File: src/rtl/antirrebote_boton_pkg.sv
// rtl/antirrebote_boton_pkg.sv - shared constants and state encoding for button conditioning stages
`timescale 1ns/1ps
package antirrebote_boton_pkg;

    // Debouncer FSM encoding, shared by every button stage
    typedef enum logic [1:0] {
        IDLE         = 2'b00,
        WAIT_PRESS   = 2'b01,
        PRESSED      = 2'b10,
        WAIT_RELEASE = 2'b11
    } estado_t;

    localparam int CLK_HZ              = 50_000_000;
    // 10 ms of stability at the system clock
    localparam int DEBOUNCE_CYCLES_DEF = CLK_HZ / 100;

    // True when a counter of width w can reach n-1 without wrapping
    function automatic bit cnt_w_ok(input int w, input int n);
        return (64'(1) << w) >= 64'(n);
    endfunction

endpackage

File: src/rtl/antirrebote_boton_sincronizador_2ff.sv
// rtl/antirrebote_boton_sincronizador_2ff.sv - generic 1-bit two-flop synchronizer
`timescale 1ns/1ps
module sincronizador_2ff (
    input  logic clk,
    input  logic rst,
    input  logic d,
    output logic q
);

    logic meta;

    // Two-stage chain; only q is safe to use in the clk domain
    always_ff @(posedge clk or negedge rst) begin
        if (!rst) begin
            meta <= 1'b0;
            q    <= 1'b0;
        end else begin
            meta <= d;
            q    <= meta;
        end
    end

endmodule

File: src/rtl/antirrebote_boton.sv
// rtl/antirrebote_boton.sv - push-button synchronizer, debouncer and press/release strobe generator
`timescale 1ns/1ps
module antirrebote_boton
    import antirrebote_boton_pkg::*;
#(
    parameter int DEBOUNCE_CYCLES = DEBOUNCE_CYCLES_DEF,
    parameter int CNT_W           = 19
) (
    input  logic clk,
    input  logic rst,
    input  logic btn_in,
    output logic btn_level,
    output logic btn_pulse,
    output logic btn_release
);

    generate
        if (DEBOUNCE_CYCLES < 1 || !cnt_w_ok(CNT_W, DEBOUNCE_CYCLES)) begin : g_param_err
            $error("antirrebote_boton: DEBOUNCE_CYCLES must be >= 1 and fit in CNT_W bits");
        end
    endgenerate

    localparam logic [CNT_W-1:0] CNT_LIMIT = CNT_W'(DEBOUNCE_CYCLES - 1);

    logic             s;
    estado_t          estado, estado_sig;
    logic [CNT_W-1:0] cnt, cnt_sig;
    logic             level_sig, pulse_sig, release_sig;
    logic             fin_cuenta;

    sincronizador_2ff u_sync (
        .clk (clk),
        .rst (rst),
        .d   (btn_in),
        .q   (s)
    );

    assign fin_cuenta = (cnt == CNT_LIMIT);

    // State, stability counter and registered outputs
    always_ff @(posedge clk or negedge rst) begin
        if (!rst) begin
            estado      <= IDLE;
            cnt         <= '0;
            btn_level   <= 1'b0;
            btn_pulse   <= 1'b0;
            btn_release <= 1'b0;
        end else begin
            estado      <= estado_sig;
            cnt         <= cnt_sig;
            btn_level   <= level_sig;
            btn_pulse   <= pulse_sig;
            btn_release <= release_sig;
        end
    end

    // Next state: a change must persist for DEBOUNCE_CYCLES before it is accepted;
    // any reversal during a WAIT state drops back without touching the level
    always_comb begin
        estado_sig  = estado;
        cnt_sig     = cnt;
        level_sig   = btn_level;
        pulse_sig   = 1'b0;
        release_sig = 1'b0;
        case (estado)
            IDLE: begin
                if (s) begin
                    estado_sig = WAIT_PRESS;
                    cnt_sig    = '0;
                end
            end
            WAIT_PRESS: begin
                if (!s) begin
                    estado_sig = IDLE;
                end else if (fin_cuenta) begin
                    estado_sig = PRESSED;
                    level_sig  = 1'b1;
                    pulse_sig  = 1'b1;
                end else begin
                    cnt_sig = cnt + CNT_W'(1);
                end
            end
            PRESSED: begin
                if (!s) begin
                    estado_sig = WAIT_RELEASE;
                    cnt_sig    = '0;
                end
            end
            WAIT_RELEASE: begin
                if (s) begin
                    estado_sig = PRESSED;
                end else if (fin_cuenta) begin
                    estado_sig  = IDLE;
                    level_sig   = 1'b0;
                    release_sig = 1'b1;
                end else begin
                    cnt_sig = cnt + CNT_W'(1);
                end
            end
            default: begin
                estado_sig = IDLE;
                level_sig  = 1'b0;
            end
        endcase
    end

endmodule

File: config.mk
export PLATFORM = sky130hd
export DESIGN_NAME = antirrebote_boton
export DESIGN_NICKNAME = d
export VERILOG_FILES = /design/src/rtl/antirrebote_boton_pkg.sv /design/src/rtl/antirrebote_boton_sincronizador_2ff.sv /design/src/rtl/antirrebote_boton.sv
export SDC_FILE = /design/constraint.sdc
export NUM_CORES = 1
export LEC_CHECK = 0
export BUFFER_PORTS_ARGS = -buffer_cell sky130_fd_sc_hd__buf_2
export CAP_MARGIN = 20
export CORE_UTILIZATION = 31
export DETAILED_ROUTE_END_ITERATION = 6
export SLEW_MARGIN = 5
export SYNTH_ARGS = -nofsm -noshare
export SYNTH_HDL_FRONTEND = slang
export SYNTH_SLANG_ARGS = --single-unit
File: constraint.sdc
create_clock -name clk -period 2.44 [get_ports clk]
set_input_delay 0.488 -clock clk [delete_from_list [all_inputs] [get_ports clk]]
set_output_delay 0.488 -clock clk [all_outputs]
set_load 0.02 [all_outputs]
Word-level counts from Yosys, hierarchy flattened
Index checks and enable logic that the tools add are counted.
{"block": "word_totals", "in_bits": 3, "mem_bits_rw": 0, "word_cells": 48, "latchBits": 0, "out_inout_bits": 3, "romBits": 0, "ff_bits": 26, "memories": 0}
{"block": "classes", "div_mod_pow": 0, "addsub": 1, "n_mux": 23, "n_mul": 0, "n_lt_le_gt_ge": 0, "shifts": 0, "n_bitwise": 0, "eq_ne": 12, "reduce_logical": 5}
{"op": "$mux W19", "count": 5}
{"op": "$pmux W19 S4", "count": 1}
{"op": "$add A19 B1 Y19 const B", "count": 1}
{"op": "$eq A19 B19 Y1 const B", "count": 1}
{"op": "$mux W2", "count": 6}
{"op": "$mux W1", "count": 9}
{"op": "$ne A2 B2 Y1 const B", "count": 4}
{"op": "$pmux W2 S4", "count": 1}
{"op": "$reduce_and A4 Y1", "count": 2}
{"op": "$reduce_and A5 Y1", "count": 1}
{"op": "$eq A2 B2 Y1 const B", "count": 2}
{"op": "$ne A2 B1 Y1 const B", "count": 2}
{"op": "$ne A3 B2 Y1 const B", "count": 1}
{"op": "$ne A3 B3 Y1 const B", "count": 1}
{"op": "$eq A2 B1 Y1 const B", "count": 1}
{"op": "$logic_not A2 Y1", "count": 1}
{"op": "$pmux W1 S2", "count": 1}
{"op": "$reduce_bool A2 Y1", "count": 1}

Logic depth before layout (Yosys ltp)
{"block": "depth", "depth_word": 4, "mapped_depth": 6}

Cells and area by module
Synthesis repeated with hierarchy kept, for this count alone.
{"block": "unflattened", "hier_cells": 151, "area_unflattened_um2": 1386.3}
{"module": "antirrebote_boton", "n_inst": 1, "cells_per_inst": 149, "area_per_inst_um2": 1336.3}
{"module": "sincronizador_2ff", "n_inst": 1, "cells_per_inst": 2, "area_per_inst_um2": 50.0}

Worst setup path before layout
OpenSTA, ideal clock, no wires.
{"block": "synth_timing", "kind": "register -> register", "startpoint": "register cnt[0]", "endpoint": "register cnt[16]", "stages_incl_launch_ff": 7, "slack_ns": 0.339, "period_less_slack_ns": 2.101, "n_path_buf": 1, "arrival_time_ns": 2.035, "setup_ns": 0.066, "cell_sequence": "dfrtp_1 -> ha_1 -> nand4_2 -> or4_1 -> clkbuf_1 -> or4_1 -> nand2_1"}
{"block": "synth_via", "elab_chain_len": 4, "word_cells_on_any_way": 6}
{"element": "start, declared", "line_no": "antirrebote_boton.sv:27", "source": "logic [CNT_W-1:0] cnt, cnt_sig;"}
{"element": "start signal, assigned", "line_no": "antirrebote_boton.sv:50", "source": "cnt <= cnt_sig;"}
{"element": "$add A19 B1 Y19 or $eq A19 B19 Y1 (tied branches)", "line_no": "antirrebote_boton.sv:80, antirrebote_boton.sv:97, antirrebote_boton.sv:38"}
{"element": "$mux W19 *", "line_no": "antirrebote_boton.sv:75, antirrebote_boton.sv:92"}
{"element": "$mux W19 (on tied branches)", "line_no": "antirrebote_boton.sv:90, antirrebote_boton.sv:73"}
{"element": "$pmux W19 S4 *", "line_no": "antirrebote_boton.sv:65", "source": "case (estado)"}
Mark *: on every way between the ends. The rest lies on a longest branch, timed or not. The select of a mux whose other input is x is not followed.
A chain may end at the register's enable or synchronous reset.

Worst setup path in the final report
Same ends and word-level chain as after synthesis.

==> impl_table.tex <==
\begin{tabular}{lr}
\hline
Metric & Value \\
\hline
\multicolumn{2}{l}{\textbf{Die}} \\
\quad CORE AREA & 4140 sq um \\
\quad Number of rows created at floorplan & 23 \\
\quad Die outline area & 4750 sq um \\
\quad Number of ports placed on the die boundary & 6 \\
\quad Die Height & 68.9 um \\
\quad Die span in x & 68.9 um \\
\quad Initial core utilization & 0.335 \\
\multicolumn{2}{l}{\textbf{Global route}} \\
\quad Vias in the first global route & 1154 \\
\quad Maximum number of pins on one net before global-route repair & 27 \\
\quad Overall routing resource usage & 0.152 \\
\quad Congestion Overflow GR & 0 \\
\quad Global-route wire length before repair & 5.38 mm \\
\quad Initial antenna violation count & 0 \\
\multicolumn{2}{l}{\textbf{Route}} \\
\quad Routed length per instance & about 14 um \\
\quad Starting DRC count in detailed routing & 142 \\
\quad First-pass iteration count of the detailed router & 4 \\
\quad Total number of vias & approximately 1200 \\
\quad Total met3 wirelength after detailed routing & 114 um \\
\quad Detail Route met2 WL & around 1.4 mm \\
\quad DRC Markers & 0 \\
\quad Routed vias/inst & 5.68 \\
\quad Highest signal layer in the routed design & met4 \\
\quad Wire length the detailed router placed on met1 & approximately 1.4 mm \\
\quad Routed wire length & between 2 and 3 mm \\
\quad Remaining antenna violation count & 0 \\
\multicolumn{2}{l}{\textbf{Yosys}} \\
\quad Fraction of the mapped netlist area in compound gates & 0.159 \\
\quad Number of warning messages in the yosys log & 0 \\
\quad Register bit total from synthesis & 26 \\
\quad Most numerous cell types in the synthesized netlist & dfrtp\_1 (26), nand2\_1 (24), nand3\_1 (9), or4\_1 (9), nor2\_1 (8) \\
\quad Main combinational cell family by area after synthesis & simple AND/OR/NAND/NOR gates \\
\quad Fraction of synthesized cell area taken by the top area cell type & 0.468 \\
\quad Sequential share of the synthesized area & 0.468 \\
\quad Top cells by area, synth & dfrtp\_1 (47\%), nand2\_1 (6.5\%), or4\_1 (4.9\%) \\
\quad Synthesized instance count & between 150 and 200 \\
\quad Post-synthesis async set-or-reset flop share & 1.00 \\
\quad Post-synthesis mux area share & 0.0297 \\
\quad Area fraction in and, or, nand and nor cells after synthesis & 0.285 \\
\quad Syn Std Cell Area & 1390 sq um \\
\quad XOR/XNOR share of the synthesized area & 0.0126 \\
\quad Arithmetic-cell share of the synthesized area counting full adders, half adders and majority gates & 0.00901 \\
\quad Cell taking the most area after synthesis & dfrtp\_1 \\
\quad Average cell area after synthesis & 9.20 sq um \\
\quad Most repeated cell in the gate-level netlist after synthesis & dfrtp\_1 \\
\quad Number of enable-type register cells in the synthesized netlist & 0 \\
\quad Synth Net Count & between 150 and 200 \\
\quad Top\_reg\_cell synth & dfrtp\_1 \\
\quad Count of cell types in the netlist & 38 \\
\multicolumn{2}{l}{\textbf{Clock network}} \\
\quad H-Tree Level Count & 1 \\
\quad Cts hold-fix bufs & 0 \\
\quad Clock buffer count from CTS & 3 \\
\quad Clock sink count & 26 \\
\quad CTS max path bufs & 2 \\
\quad Clock latency of the later-clocked register in the worst-skew pair & 0.28 ns \\
\quad Total of cells resized after clock tree synthesis & 0 \\
\quad Clock slew seen by the registers of the worst setup and hold paths & $\sim$0.090 ns \\
\quad Count of buffers added by post-CTS timing repair for setup & 0 \\
\quad TritonCTS clock tree & yes \\
\quad Clock root buffer & clkbuf\_8 \\
\multicolumn{2}{l}{\textbf{Hold path}} \\
\quad Tightest Hold Check Type & in2async \\
\multicolumn{2}{l}{\textbf{Timing}} \\
\quad Setup-failing EPs final & 0 \\
\quad Setup skew after layout & 0.00816 ns \\
\quad Share of the cycle needed by the critical path after routing & 0.877 \\
\quad Worst slew margin relative to its limit & 0.611 \\
\quad RSZ-0062 raised after global routing & false \\
\quad Pin slew with the least headroom to its limit & 0.583 ns \\
\quad Accumulated negative setup slack & 0 ns \\
\quad Total count of max-transition violations in the final report & 0 \\
\quad Final period demand of the worst path & 2.14 ns \\
\quad Hold Violations, Final & 0 \\
\quad FMAX & 468 MHz \\
\multicolumn{2}{l}{\textbf{Critical path}} \\
\quad Required time at the endpoint of the critical path & 2.66 ns \\
\quad Highest fanout seen on the critical path & 8 \\
\quad Critical path cell sequence & ha\_1 > nand4\_2 > or4\_1 > or4\_1 > nand2\_1 \\
\quad Most prevalent standard cell on the critical path & or4\_1 \\
\quad Sort of element at the end of the critical path & flip-flop \\
\quad Slowest-stage cell, CP & or4\_1 \\
\quad Register-to-Register Setup Slack & 0.30 ns \\
\quad Critical path launch point type & flip-flop \\
\quad Beginning of the critical path & cnt[0] \\
\quad Type of the setup path with the least slack & reg2reg \\
\quad Reg-to-reg critical path startpoint & cnt[0] \\
\quad CP max stage delay & 0.68 ns \\
\quad Crit path DAT & 2.36 ns \\
\multicolumn{2}{l}{\textbf{Placed design}} \\
\quad GP Congestion & 0.861 \\
\quad Count of port buffers added during placement & 5 \\
\quad Post-DP HPWL & 2.18 mm \\
\multicolumn{2}{l}{\textbf{Cells and area}} \\
\quad Layout overhead on the synthesized area & 12.4\% \\
\quad Diode insertion count for antenna repair & 0 \\
\quad Nets@finish & 164 \\
\quad Layout cell share with drive strength beyond 1 & 0.107 \\
\quad Final cell utilization of the core & 0.377 \\
\multicolumn{2}{l}{\textbf{Job}} \\
\quad Maximum Capacitance Violations & 0 \\
\multicolumn{2}{l}{\textbf{Power and ir drop}} \\
\quad Worst supply voltage drop on vdd & around 0.27 mV \\
\quad Static leakage power & roughly 0.00064 uW \\
\quad Cell Pwr Density & 576 nW/um\^{}2 \\
\multicolumn{2}{l}{\textbf{Run status}} \\
\quad Status & completed \\
\hline
\end{tabular}
## power by group
group          internal, uW  switching (uW)  leakage (uW)
sequential              448            28.1      0.000353
clock                   220             139     0.0000357
combinational          27.7            36.9      0.000253
total                   696             204      0.000642
## worst paths after layout
path                       cells after the start           to
setup / recovery                               5      cnt[16]
hold / removal                                 1      cnt[16]
setup reg to reg                               5      cnt[16]
hold reg to reg                                0     u_sync.q
max in group asynchronous                      1       cnt[2]
min in group clk                               1  u_sync.meta
## cells in the final DEF, fill, tap and decap left out, drive strengths merged, types with 3 or more instances in the layout
cell,synthesis,layout
o211ai,5,5
mux2i,3,3
o31ai,5,5
clkbuf,3,3
and4,3,3
a21oi,6,6
or4,9,9
o21ai,8,8
nor2,8,8
nor3,6,6
nand2,24,24
inv,4,4
nand4,5,5
nand3,9,9
buf,4,11
dfrtp,26,26
## sequential cells by signal, summed over array words and instances (netlist names), named ones only
name / cells
u_sync.meta: 1
cnt: 19
btn_release: 1
btn_pulse: 1
u_sync.q: 1
btn_level: 1
estado: 1
## routing by layer
metal | vias up | global-route usage
met5 | - | 0
met4 | 0 | 0.0357
met3 | 7 | 0.0395
met2 | 23 | 0.243
met1 | 574 | 0.203
li1 | 584 | -
## critical path, delay by kind of cell (launching register included)
family | cells | cell delay [ns]
fa+ha+maj | 1 | 0.26
simple gates | 4 | 1.40
flops | 1 | 0.42
## cell type report
class,instances,area (sq um)
Multi-Input combinational cell,113,688
Timing Repair Buffer,11,70.1
Clock inverter,1,30.0
Inverter,5,18.8
Clock buffer,3,41.3
Sequential cell,26,651
Fill cell,428,2580
Tap cell,50,62.6
## stage by stage
stage	setup WS, ns	hold WS [ns]	cell area, sq um	power (uW)	std cells
2_1_floorplan	0.339	0.192	1390	526	151
3_3_place_gp	0.364	0.332	1490	548	205
3_5_place_dp	0.317	0.341	1490	550	205
4_1_cts	0.301	0.226	1560	909	209
5_1_grt	0.177	0.252	1560	941	209
6_report	0.301	0.197	1560	900	209
## kinds of logic (layout without fill, tap and decap cells)
group | after synthesis | count (layout)
simple gates | 73 | 73
mux | 4 | 4
flops | 26 | 26
xor+xnor | 2 | 2
compound gates | 33 | 33
buf+inv | 12 | 20
fa+ha+maj | 1 | 1
No activity file was read; power rests on OpenSTA's default activity.
